===== config.mk =====
export PLATFORM = sky130hd
export DESIGN_NAME = serial_adder
export DESIGN_NICKNAME = d
export VERILOG_FILES = /design/src/rtl/serial_adder_pkg.sv /design/src/rtl/serial_adder_digit.sv /design/src/rtl/serial_adder.sv
export SDC_FILE = /design/constraint.sdc
export NUM_CORES = 1
export LEC_CHECK = 0
export CAP_MARGIN = 20
export CORE_ASPECT_RATIO = 0.6
export CORE_MARGIN = 2
export CORE_UTILIZATION = 51
export CTS_CLUSTER_SIZE = 40
export DETAILED_ROUTE_END_ITERATION = 12
export PLACE_DENSITY = 0.88
export SYNTH_ARGS = -nofsm -noshare
export SYNTH_HDL_FRONTEND = slang
export SYNTH_SLANG_ARGS = --single-unit

===== constraint.sdc =====
create_clock -name clk -period 3.49 [get_ports clk]
set_input_delay 0.349 -clock clk [delete_from_list [all_inputs] [get_ports clk]]
set_output_delay 0.349 -clock clk [all_outputs]
set_load 0.05 [all_outputs]

===== src/rtl/serial_adder_pkg.sv =====
// Shared definitions for the digit-serial adder family: FSM state encoding
// and WIDTH/DIGIT configuration helpers.
package serial_adder_pkg;

    typedef enum logic [1:0] {
        ST_IDLE = 2'd0,
        ST_RUN  = 2'd1,
        ST_DONE = 2'd2
    } state_e;

    // Guarded so an illegal DIGIT never reaches the modulo.
    function automatic bit cfg_legal(input int width, input int digit);
        if (digit < 1)
            return 1'b0;
        if (width < digit)
            return 1'b0;
        return (width % digit) == 0;
    endfunction

    function automatic int cnt_width(input int n);
        return (n > 1) ? $clog2(n) : 1;
    endfunction

endpackage


===== src/rtl/serial_adder_digit.sv =====
// Combinational digit slice: a ripple chain of DIGIT full adders that also
// exposes the carry into its MSB so the caller can detect signed overflow.
module full_adder (
    input  logic a,
    input  logic b,
    input  logic ci,
    output logic s,
    output logic co
);
    assign s  = a ^ b ^ ci;
    assign co = (a & b) | (ci & (a ^ b));
endmodule

module digit_adder #(
    parameter int DIGIT = 4
) (
    input  logic [DIGIT-1:0] a,
    input  logic [DIGIT-1:0] b,
    input  logic             ci,
    output logic [DIGIT-1:0] s,
    output logic             co,
    output logic             c_msb
);
    logic [DIGIT:0] c;

    assign c[0] = ci;

    for (genvar i = 0; i < DIGIT; i++) begin : g_fa
        full_adder u_fa (
            .a  (a[i]),
            .b  (b[i]),
            .ci (c[i]),
            .s  (s[i]),
            .co (c[i+1])
        );
    end

    assign co    = c[DIGIT];
    assign c_msb = c[DIGIT-1];
endmodule


===== src/rtl/serial_adder.sv =====
// Multi-cycle digit-serial adder: {cout,sum} = a + b + cin, DIGIT bits per
// clock, with a start/done handshake and signed-overflow detection.
module serial_adder
    import serial_adder_pkg::*;
#(
    parameter int WIDTH = 16,
    parameter int DIGIT = 4
) (
    input  logic             clk,
    input  logic             rst_n,
    input  logic             start,
    input  logic [WIDTH-1:0] a,
    input  logic [WIDTH-1:0] b,
    input  logic             cin,
    output logic             ready,
    output logic             busy,
    output logic             done,
    output logic [WIDTH-1:0] sum,
    output logic             cout,
    output logic             overflow
);
    localparam int N     = (DIGIT >= 1) ? WIDTH / DIGIT : 1;
    localparam int CNT_W = cnt_width(N);
    localparam logic [CNT_W-1:0] LAST = CNT_W'(N - 1);

    if (!cfg_legal(WIDTH, DIGIT)) begin : g_bad_cfg
        $error("serial_adder: WIDTH must be a positive multiple of DIGIT");
    end

    state_e             state_q, state_d;
    logic [CNT_W-1:0]   cnt_q, cnt_d;
    logic [WIDTH-1:0]   a_q, a_d;
    logic [WIDTH-1:0]   b_q, b_d;
    logic               carry_q, carry_d;
    logic [WIDTH-1:0]   sum_q, sum_d;
    logic               cout_q, cout_d;
    logic               ovf_q, ovf_d;

    logic [DIGIT-1:0]   dig_a, dig_b, dig_s;
    logic               dig_co, dig_cmsb;

    // Operands stay in place; the counter selects which digit feeds the slice.
    assign dig_a = a_q[cnt_q*DIGIT +: DIGIT];
    assign dig_b = b_q[cnt_q*DIGIT +: DIGIT];

    digit_adder #(.DIGIT(DIGIT)) u_digit (
        .a     (dig_a),
        .b     (dig_b),
        .ci    (carry_q),
        .s     (dig_s),
        .co    (dig_co),
        .c_msb (dig_cmsb)
    );

    always_comb begin
        // NOTE: every target gets a hold value first so no path can infer a latch.
        state_d = state_q;
        cnt_d   = cnt_q;
        a_d     = a_q;
        b_d     = b_q;
        carry_d = carry_q;
        sum_d   = sum_q;
        cout_d  = cout_q;
        ovf_d   = ovf_q;

        case (state_q)
            ST_IDLE: begin
                if (start) begin
                    a_d     = a;
                    b_d     = b;
                    carry_d = cin;
                    cnt_d   = '0;
                    state_d = ST_RUN;
                end
            end
            ST_RUN: begin
                sum_d[cnt_q*DIGIT +: DIGIT] = dig_s;
                carry_d = dig_co;
                if (cnt_q == LAST) begin
                    cout_d  = dig_co;
                    ovf_d   = dig_co ^ dig_cmsb;
                    state_d = ST_DONE;
                end else begin
                    cnt_d = cnt_q + 1'b1;
                end
            end
            ST_DONE: state_d = ST_IDLE;
            default: state_d = ST_IDLE;
        endcase
    end

    always_ff @(posedge clk or negedge rst_n) begin
        if (!rst_n) begin
            // NOTE: operand, carry and counter are datapath-only but are cleared anyway
            // so an aborted operation leaves no stale state behind.
            state_q <= ST_IDLE;
            cnt_q   <= '0;
            a_q     <= '0;
            b_q     <= '0;
            carry_q <= 1'b0;
            sum_q   <= '0;
            cout_q  <= 1'b0;
            ovf_q   <= 1'b0;
        end else begin
            // NOTE: non-blocking assignments keep every flop sampling pre-edge values.
            state_q <= state_d;
            cnt_q   <= cnt_d;
            a_q     <= a_d;
            b_q     <= b_d;
            carry_q <= carry_d;
            sum_q   <= sum_d;
            cout_q  <= cout_d;
            ovf_q   <= ovf_d;
        end
    end

    assign ready    = (state_q == ST_IDLE);
    assign busy     = (state_q == ST_RUN);
    assign done     = (state_q == ST_DONE);
    assign sum      = sum_q;
    assign cout     = cout_q;
    assign overflow = ovf_q;

endmodule


== After elaboration in Yosys (flattened, before gate mapping) ==
Index checks and enable logic that the tools add are counted.
Storage, ports and cells
  output and inout port bits: 21
  word-level logic and storage cells: 57
  input bits: 36
  register bits after elaboration: 55
Operators by class
  bitwise gates (word level): 21
  $add $sub $neg: 2
  equal/unequal tests: 6
  shift operators: 4
  mux-type cells: 9
  reduce and logical (&&, ||, !) cells: 7
Operators by type and width (count)
  4-bit negation with 34-bit output: 1
  4-bit by 34-bit variable shift with 16-bit output (first input constant): 1
  4-bit by 34-bit variable part select with 16-bit output: 1
  16-bit by 5-bit variable part select with 4-bit output: 2
  16-bit bitwise mux: 1
  1-bit XOR: 9
  1-bit AND: 8
  2-bit two-way mux: 4
  2-bit one-hot mux with 2 select lines: 2
  2-bit AND reduction: 4
  2-bit equality test (second input constant): 2
  2-bit != test (second input constant): 2
  1-bit OR: 4
  3-bit AND reduction: 1
  2-bit by 1-bit adder with 2-bit output (second input constant): 1
  2-bit by 1-bit equality test with 1-bit output (second input constant): 1
  2-bit zero test: 1
  2-bit by 1-bit != test with 1-bit output (second input constant): 1
  1-bit one-hot mux with 2 select lines: 1
  2-bit nonzero test: 1
  1-bit two-way mux: 1

== Depth between registers and ports, before layout ==
Gate-level depths: netlist (run 1).
  word-level depth: 11
  gate-level depth with buffers: 11
  gate-level depth less buffers: 9

== Modules after synthesis ==
From an unflattened synthesis (run 1), not the netlist that was laid out.
Unflattened totals
  cell total of the unflattened synthesis: 175
  area, all modules: 2592.5 um^2
Modules (own cells, without submodules)
  serial_adder: cells each 171, times used 1, area each 2512.4 um^2
  full_adder: cells each 1, times used 4, area each 20.0 um^2

== Least setup slack after synthesis (run 1) ==
No wires, ideal clock.
  kind: reg2reg
  start point: reg cnt_q[0]
  end point: reg sum_q[7] (netlist: sum[7])
  arrival time: 2.907 ns
  buffers on the path: 2
  setup slack: 0.462 ns
  setup time: 0.122 ns
  clock period less this slack: 3.028 ns
  stages on the path, launching flop included: 12
  cells stage by stage: dfrtp_1 -> buf_4 -> buf_6 -> mux4_2 -> fa_1 -> inv_1 -> fa_1 -> fa_1 -> inv_1 -> fa_1 -> and2_1 -> a32o_1
On the way
  cells in the longest elaborated chain, start to end: 11
RTL lines
  from (decl): line serial_adder.sv:31  | logic [CNT_W-1:0] cnt_q, cnt_d;
  from (signal assigned): line serial_adder.sv:107  | cnt_q <= cnt_d;
  16-bit by 5-bit variable part select with 4-bit output (on tied branches): line serial_adder.sv:43, serial_adder.sv:44
  1-bit XOR: line serial_adder_digit.sv:10, serial_adder_digit.sv:11
  1-bit AND: line serial_adder_digit.sv:11  | assign co = (a & b) | (ci & (a ^ b));
  1-bit OR: line serial_adder_digit.sv:11
  1-bit AND: line serial_adder_digit.sv:11
  1-bit OR: line serial_adder_digit.sv:11
  1-bit AND: line serial_adder_digit.sv:11
  1-bit OR: line serial_adder_digit.sv:11
  1-bit XOR: line serial_adder_digit.sv:10  | assign s = a ^ b ^ ci;
  4-bit by 34-bit variable part select with 16-bit output: line serial_adder.sv:77  | sum_d[cnt_q*DIGIT +: DIGIT] = dig_s;
  16-bit bitwise mux (*): line serial_adder.sv:77
  to (signal assigned): line serial_adder.sv:111  | sum_q <= sum_d;
  to (decl): line serial_adder.sv:35  | logic [WIDTH-1:0] sum_q, sum_d;
Every way passes the cells marked *; elsewhere a longest branch is shown, timed or not.
A chain may end at the register's enable or synchronous reset.

== Final worst setup path (run 1) ==
Same ends and word-level chain as after synthesis.

==> flow_summary.toml, run 1 <==
[global_route]
grt_pass1_vias = 1745
grt_pass1_wl_um = 8910
grt_max_degree = 53
grt_overflow = 0
antenna_found_initial = 0
gr-usage-all-layers_pct = 20.0

[timing]
fin_crit_sh_pct = 90.7
maxSlewHeadroom_pct = 53.8
rsz0062_at_grt = "no"
final-hold-violation-count = 0
drv_slew = 0
timing.hold.ws_ps = 53.4
worstMarginPinSlew_ps = 683
fmaxAchievable_ghz = 0.316
finalSetupTns_ps = 0
fin_crit_ps = 3160
fin_ws_ps = 326
finalSetupViolations = 0
fin_worst_skew_ps = 1.72

[worst_hold_path]
hp-class = "input pin to asynchronous set/reset pin"

[logic_synthesis]
ys_types = 33
ys_warn_count = 0
yosys.area.top_type = "dfrtp_1"
ys_ff_latch = 55
synth.avg_cell_area_um2 = 14.8
ys_seq_area_share_pct = 51.8
netlist_instances = 180
synth_area_um2 = 2660
syn-num-nets = 226
yosys-top-cells-area = "dfrtp_1 52%, mux2_2 14%, mux4_2 6.8%"
synth_top_area_share_pct = 51.8

[power_and_ir_drop]
worst_ir_drop_vdd_mv = 0.519
total_power_w = 0.00355
leakagePower_nw = 1.42
power_density_nw_per_um2 = 1050

[setup_path]
endpoint_kind = "flop"
crit_slowest_cell = "dfrtp_1"
rr_worst_depth = 9
worstPathArrival_ps = 3360
crit_family = "adder cells"
worstReg2RegEnd = "sum[7]$_DFFE_PN0P_"
startpoint_type = "flop"
max_stage_delay_ps = 620
cp_num_buf_inv = 2
r2r_start = "cnt_q[0]$_DFFE_PN0P_"
reg2reg_slack_ps = 330
cpMostUsedCell = "fa_1"
worstPathCellList = "mux4_2 > fa_1 > inv_1 > fa_1 > fa_1 > inv_1 > fa_1 > and2_1 > a32o_1"
worstSetupPathType = "flop to flop"
required_ps = 3690
cp_max_fo = 8

[route]
vias = 1707
drtPass1Iterations = 4
wl_um = 5220
drt_iter0_drc = 54
routedWlPerCell_um = 17.2
vias_per_cell = 5.63
drc = 0
ant_nets = 0

[final_layout]
fillers = 372
diodes = 0
final_area_um2 = 3380
layout_common_cells = "55 x dfrtp_1, 55 x clkdlybuf4s50_1, 32 x mux2_2, 12 x inv_1, 12 x a32o_1"
synthToLayoutAreaGrowth_pct = 27.1
drive_gt1_share_pct = 23.2
nets = 283

[run]
drv_cap = 0

[die]
coreArea_um2 = 5030
num_rows = 20
die_area_um2 = 5820
die_w_um = 97.2
start_util_pct = 52.8
ios = 57
dieHeight_um = 59.9

[placement]
placed_cell_area_um2 = 3250
globalplace.congestion = 0.804
port_buffers = 56
dp_hpwl_um = 3870
dp_worst_setup_slack_ps = 333

[clock_tree]
cts_hold_buf = 0
numCtsBuffers = 5
ctsLongestPathBuffers = 2
post-cts-setup-buffers = 0
worstSkewPairLatency_ps = 300
ctsResizeCount = 0
clkSlewWorstSetupHoldPaths_ps = 90
cts.sinks = 55
htreeDepth = 2
clockRootBuffer = "clkbuf_8"
cts_tree = "done"

[run_status]
status = "completed"
-- how the worst max path moves through the flow --
stage | slack, ps | startpoint | cells past startpoint | endpoint
finish | 330 | cnt_q[0]$_DFFE_PN0P_ | 9 | sum[7]$_DFFE_PN0P_
global route | 110 | cnt_q[0]$_DFFE_PN0P_ | 9 | sum[7]$_DFFE_PN0P_
CTS | 310 | cnt_q[0]$_DFFE_PN0P_ | 9 | sum[7]$_DFFE_PN0P_
detailed placement | 330 | cnt_q[0]$_DFFE_PN0P_ | 9 | sum[7]$_DFFE_PN0P_
global placement | 410 | cnt_q[0]$_DFFE_PN0P_ | 9 | sum[7]$_DFFE_PN0P_
floorplan | 460 | cnt_q[0]$_DFFE_PN0P_ | 11 | sum[7]$_DFFE_PN0P_
-- final cells by class --
type                       count  area [µm²]  share of cell area, %
clock buffer                   6        72.6                   2.15
clock inverter                 1        30.0                  0.890
inverter                      12        45.0                   1.33
multi-input combinational    102        1160                   34.2
sequential                    55        1380                   40.8
tap                           66        82.6                   2.45
timing repair buffer          61         613                   18.2
-- cells by family (layout without fill, tap and decap cells) --
kind of cell / count (synthesis) / in the layout / share of synthesized area (%)
adders and majority gates: 10 / 10 / 5.84
and+or+nand+nor: 28 / 28 / 8.77
xor gates and xnor gates: 1 / 1 / 0.330
AOI/OAI and AO/OA: 21 / 21 / 7.40
buffers and inverters: 23 / 80 / 4.62
DFF: 55 / 55 / 51.8
muxes: 42 / 42 / 21.2
-- power by group --
| part | total (W) | internal (W) | switching [W] | leakage, nW |
|---|---|---|---|---|
| logic | 0.00201 | 0.000931 | 0.00107 | 0.690 |
| registers | 0.00115 | 0.000922 | 0.000224 | 0.683 |
| clock network | 0.000403 | 0.000210 | 0.000193 | 0.0513 |
-- state kept, by name (all words and copies together), names as in the netlist --
register  count
b_q          16
overflow      1
carry_q       1
sum          16
cnt_q         2
state_q       2
a_q          16
cout          1
-- metrics by stage --
| step | utilization, % | std cells |
|---|---|---|
| 6_report | 67.1 | 303 |
| 5_1_grt | 67.1 | 303 |
| 4_1_cts | 66.6 | 302 |
| 3_5_place_dp | 64.5 | 295 |
| 3_3_place_gp | 64.5 | 295 |
| 2_1_floorplan | - | 180 |
-- cells in the mapped netlist (all sizes together) --
cell / instances
a211o: 2
a21o: 1
a22o: 1
a32o: 12
and2: 2
and3: 2
and3b: 2
and4bb: 1
buf: 8
clkbuf: 3
dfrtp: 55
fa: 4
ha: 6
inv: 12
mux2: 34
mux4: 8
nand3b: 5
nand4b: 2
nor2: 1
nor2b: 5
nor3b: 1
nor4b: 2
nor4bb: 2
o21bai: 1
o2bb2ai: 3
o311ai: 1
or3b: 1
or4bb: 2
xnor2: 1
-- layer usage --
metal | routed length, µm | part of all wire (%) | track usage [%]
met1 | 2660 | 51 | 30.8
met2 | 2260 | 43 | 28.9
met3 | 260 | 5.0 | 4.68
met4 | 40 | 0.77 | 4.83
met5 | 0 | 0 | 0
No activity file was read; power rests on OpenSTA's default activity.
==> inputs of run 2 (changes only) <==
--- a/config.mk
+++ b/config.mk
@@ -8,10 +8,12 @@
 export CAP_MARGIN = 20
 export CORE_ASPECT_RATIO = 0.6
 export CORE_MARGIN = 2
-export CORE_UTILIZATION = 51
+export CORE_UTILIZATION = 62
 export CTS_CLUSTER_SIZE = 40
 export DETAILED_ROUTE_END_ITERATION = 12
-export PLACE_DENSITY = 0.88
+export DONT_BUFFER_PORTS = 1
+export PLACE_DENSITY = 0.86
+export SETUP_SLACK_MARGIN = 0.3
 export SYNTH_ARGS = -nofsm -noshare
 export SYNTH_HDL_FRONTEND = slang
 export SYNTH_SLANG_ARGS = --single-unit
==> constraint.sdc (replaced) <==
create_clock -name clk -period 3.49 [get_ports clk]
set_input_delay 0.349 -clock clk [delete_from_list [all_inputs] [get_ports clk]]
set_output_delay 0.349 -clock clk [all_outputs]
set_load 0.1 [all_outputs]
==> run 2 against run 1 <==
Via count decreased by 8.8%. Flip-flop and latch count is the same. Global-route usage grew 4.3 points. Critical path depth unchanged. Clock skew is 4.5 ps higher. Utilization is 1.6 points higher. Cell area decreased by 16%. Hold slack gained 120 ps. Worst setup slack improved by 120 ps. Largest cell class unchanged.
==> flow_summary.toml, run 2 (same netlist as run 1, synthesis figures left out) <==
[run_status]
status = "completed"

[timing]
worstMarginPinSlew_ps = 1060
final-hold-violation-count = 0
finalSetupTns_ps = 0
drv_slew = 0
finalSetupViolations = 0
fin_worst_skew_ps = 6.26
timing.hold.ws_ps = 175
maxSlewHeadroom_pct = 29.0
rsz0062_at_grt = "no"
fin_crit_sh_pct = 87.3
fmaxAchievable_ghz = 0.328
fin_crit_ps = 3050
fin_ws_ps = 442

[clock_tree]
ctsLongestPathBuffers = 2
clockRootBuffer = "clkbuf_8"
htreeDepth = 2
numCtsBuffers = 5
cts_tree = "done"
cts.sinks = 55
worstSkewPairLatency_ps = 310
clkSlewWorstSetupHoldPaths_ps = 90
post-cts-setup-buffers = 0

[final_layout]
drive_gt1_share_pct = 31.9
diodes = 0
synthToLayoutAreaGrowth_pct = 6.64
fillers = 267
postLayoutCoreUtil_pct = 68.7
nets = 228
layout_commonest_cell = "dfrtp_1"
layout_common_cells = "54 x dfrtp_1, 32 x mux2_2, 12 x inv_1, 12 x a32o_1, 8 x mux4_2"

[placement]
port_buffers = 0
dp_worst_setup_slack_ps = 319
dp_hpwl_um = 3850
globalplace.congestion = 0.833

[global_route]
antenna_found_initial = 0
grt_pass1_vias = 1638
grt_overflow = 0
grt_max_degree = 56
grt_pass1_wl_um = 8290
gr-usage-all-layers_pct = 24.2

[route]
vias = 1556
vias_per_cell = 6.43
route.met2.wl_um = 2540
wl_met3_um = 385
drt_iter0_drc = 104
m1WireLength_um = 2170
drc = 0
wl_um = 5170
routed.top_layer = "met4"
drtPass1Iterations = 4
routedWlPerCell_um = 21.4
ant_nets = 0

[setup_path]
cp_max_fo = 7
worstSetupPathType = "flop to flop"
startpoint_type = "flop"
required_ps = 3690
worstPathArrival_ps = 3250
rr_worst_depth = 9
endpoint_kind = "flop"

[die]
coreArea_um2 = 4120
die_area_um2 = 4840
ios = 57
start_util_pct = 64.4
dieHeight_um = 54.7
num_rows = 18
die_w_um = 88.5

[run]
drv_cap = 0

[worst_hold_path]
holdPathStages = 1
hp-class = "input pin to flop"
-- run 2: path summary, 6_finish.rpt --
kind	start	end	slack (ps)
setup reg to reg	cnt_q[0]$_DFFE_PN0P_	sum[7]$_DFFE_PN0P_	440
setup / recovery	cnt_q[0]$_DFFE_PN0P_	sum[7]$_DFFE_PN0P_	440
hold reg to reg	a_q[3]$_DFFE_PN0P_	a_q[3]$_DFFE_PN0P_	510
min in group asynchronous	rst_n	b_q[8]$_DFFE_PN0P_	560
hold / removal	a[3]	a_q[3]$_DFFE_PN0P_	170
max in group asynchronous	rst_n	cnt_q[0]$_DFFE_PN0P_	2670
-- run 2: layout make-up --
class | count | area (µm²) | share of cell area (%)
flip-flops and latches | 55 | 1380 | 48.7
multi-input cells | 102 | 1160 | 41.1
well taps | 60 | 75.1 | 2.65
clock buffers | 6 | 72.6 | 2.56
repair buffers | 6 | 67.6 | 2.39
inverters | 12 | 45.0 | 1.59
clock inverters | 1 | 30.0 | 1.06
-- run 2: worst max-delay path, cell delays in order (launching register included) --
cell and delay (ps):
dfrtp_2 490, mux4_2 540, fa_1 380, inv_1 80, fa_1 180, fa_1 220, inv_1 60, fa_1 530
and2_1 210, a32o_1 250
-- run 2: repair_timing --
item / CTS / global route
endpoints found under the setup margin: 0 / 1
hold buffers: 2 / 0
hold endpoints to repair: 55 / 0
gates resized for setup: 0 / 1
-- run 2: metrics by stage --
step / instances / area (µm²)
after detailed placement: 233 / 2690
final: 242 / 2830
after floorplan: 180 / 2660
after global placement: 233 / 2690
after global routing: 242 / 2830
after CTS: 242 / 2830
-- run 2: layer usage --
metal,vias up,global-route usage [%]
met2,55,38.5
met1,817,31.2
met3,8,8.45
li1,676,-
met4,0,9.60
met5,-,0
Power of run 2 is left out: the tool's default activity adds up to more than one toggle a clock period on the data nets, which glitch-free logic cannot reach.
==> inputs of run 3 (changes only) <==
--- a/config.mk
+++ b/config.mk
@@ -9,6 +9,7 @@
 export CORE_ASPECT_RATIO = 0.6
 export CORE_MARGIN = 2
 export CORE_UTILIZATION = 62
+export CTS_BUF_LIST = sky130_fd_sc_hd__clkbuf_8
 export CTS_CLUSTER_SIZE = 40
 export DETAILED_ROUTE_END_ITERATION = 12
 export DONT_BUFFER_PORTS = 1
==> run 3 against run 2 <==
Count of clock-buffer cells in the layout shrank 1. Critical path depth is the same. Clock skew is essentially flat. Non-clock buffer count is the same. First-iteration DRC count is the same. Final cell count is the same. Critical endpoint unchanged. Largest cell class unchanged.
==> flow_summary.toml, run 3 (same netlist as run 1, synthesis figures left out) <==
[run]
drv_cap = 0

[die]
num_rows = 18
die_area_um2 = 4840
start_util_pct = 64.4
ios = 57
die_w_um = 88.5
coreArea_um2 = 4120
dieHeight_um = 54.7

[setup_path]
worstPathCellList = "mux4_2 > fa_1 > inv_1 > fa_1 > fa_1 > inv_1 > fa_1 > and2_1 > a32o_1"
cp_num_buf_inv = 2
max_stage_delay_ps = 540
endpoint_kind = "flop"
cpMostUsedCell = "fa_1"
worstSetupPathType = "flop to flop"
crit_family = "adder cells"
required_ps = 3690
startpoint_type = "flop"
crit_slowest_cell = "mux4_2"
cp_max_fo = 7
worstPathArrival_ps = 3250

[timing]
final-hold-violation-count = 0
finalSetupTns_ps = 0
maxSlewHeadroom_pct = 29.0
fmaxAchievable_ghz = 0.328
rsz0062_at_grt = "no"
drv_slew = 0
finalSetupViolations = 0
worstMarginPinSlew_ps = 1060
fin_worst_skew_ps = 6.03
fin_crit_ps = 3050
fin_crit_sh_pct = 87.4
fin_ws_ps = 441

[clock_tree]
clkSlewWorstSetupHoldPaths_ps = 90
cts_tree = "done"
post-cts-setup-buffers = 0
worstSkewPairLatency_ps = 310
cts.sinks = 55
clockRootBuffer = "clkbuf_8"
htreeDepth = 2
numCtsBuffers = 5
ctsLongestPathBuffers = 2

[route]
ant_nets = 0
drc = 0
wl_um = 5180
vias = 1552
vias_per_cell = 6.41
drt_iter0_drc = 104
routedWlPerCell_um = 21.4
drtPass1Iterations = 4

[placement]
globalplace.congestion = 0.833
port_buffers = 0
dp_worst_setup_slack_ps = 319
dp_hpwl_um = 3850

[global_route]
grt_overflow = 0
grt_pass1_wl_um = 8290
antenna_found_initial = 0
grt_max_degree = 56
gr-usage-all-layers_pct = 24.2
grt_pass1_vias = 1638

[final_layout]
synthToLayoutAreaGrowth_pct = 6.64
drive_gt1_share_pct = 31.9
layout_common_cells = "54 x dfrtp_1, 32 x mux2_2, 13 x inv_1, 12 x a32o_1, 8 x mux4_2"
diodes = 0
postLayoutCoreUtil_pct = 68.7
nets = 228
layout_commonest_cell = "dfrtp_1"

[run_status]
status = "completed"

[worst_hold_path]
hp-class = "input pin to flop"
-- run 3: final timing paths --
check                                     start                   end  slack, ps  cells after the start
setup / recovery           cnt_q[0]$_DFFE_PN0P_    sum[7]$_DFFE_PN0P_        440                      9
hold / removal                             a[3]    a_q[3]$_DFFE_PN0P_        170                      1
setup reg to reg           cnt_q[0]$_DFFE_PN0P_    sum[7]$_DFFE_PN0P_        440                      9
hold reg to reg              a_q[3]$_DFFE_PN0P_    a_q[3]$_DFFE_PN0P_        510                      1
max in group asynchronous                 rst_n  cnt_q[0]$_DFFE_PN0P_       2670                      2
min in group asynchronous                 rst_n    b_q[8]$_DFFE_PN0P_        560                      2
-- run 3: layout make-up --
cell class / count / area, µm²
timing repair buffer: 6 / 67.6
clock buffer: 5 / 68.8
inverter: 12 / 45.0
fill: 267 / 1290
clock inverter: 2 / 33.8
tap: 60 / 75.1
multi-input combinational: 102 / 1160
sequential: 55 / 1380
-- run 3: per-layer routing --
| metal | track usage [%] | part of all wire, % |
|---|---|---|
| met2 | 38.5 | 49 |
| met1 | 31.2 | 42 |
| met4 | 9.60 | 1.5 |
| met5 | 0 | 0 |
| met3 | 8.45 | 7.6 |
-- run 3: worst reg2reg max path, delay by kind of cell (launching register included) --
| family | cells | cell delay [ps] |
|---|---|---|
| buffers and inverters | 2 | 140 |
| AO/OA/AOI/OAI | 1 | 250 |
| adder cells (fa/ha/maj) | 4 | 1310 |
| AND/OR/NAND/NOR | 1 | 210 |
| flip-flops | 1 | 490 |
| multiplexers | 1 | 540 |
-- run 3: repair_timing --
action / CTS / global route
hold buffers: 2 / 0
setup endpoints to repair: 0 / 1
gates resized for setup: 0 / 1
hold endpoints to repair: 55 / 0
-- run 3: per-stage QoR --
stage	hold slack (ps)	std cells	area (µm²)
4_1_cts	170	242	2830
5_1_grt	171	242	2830
3_5_place_dp	54.1	233	2690
6_report	173	242	2830
2_1_floorplan	53.4	180	2660
3_3_place_gp	54.5	233	2690
Power of run 3 is left out for the same reason.
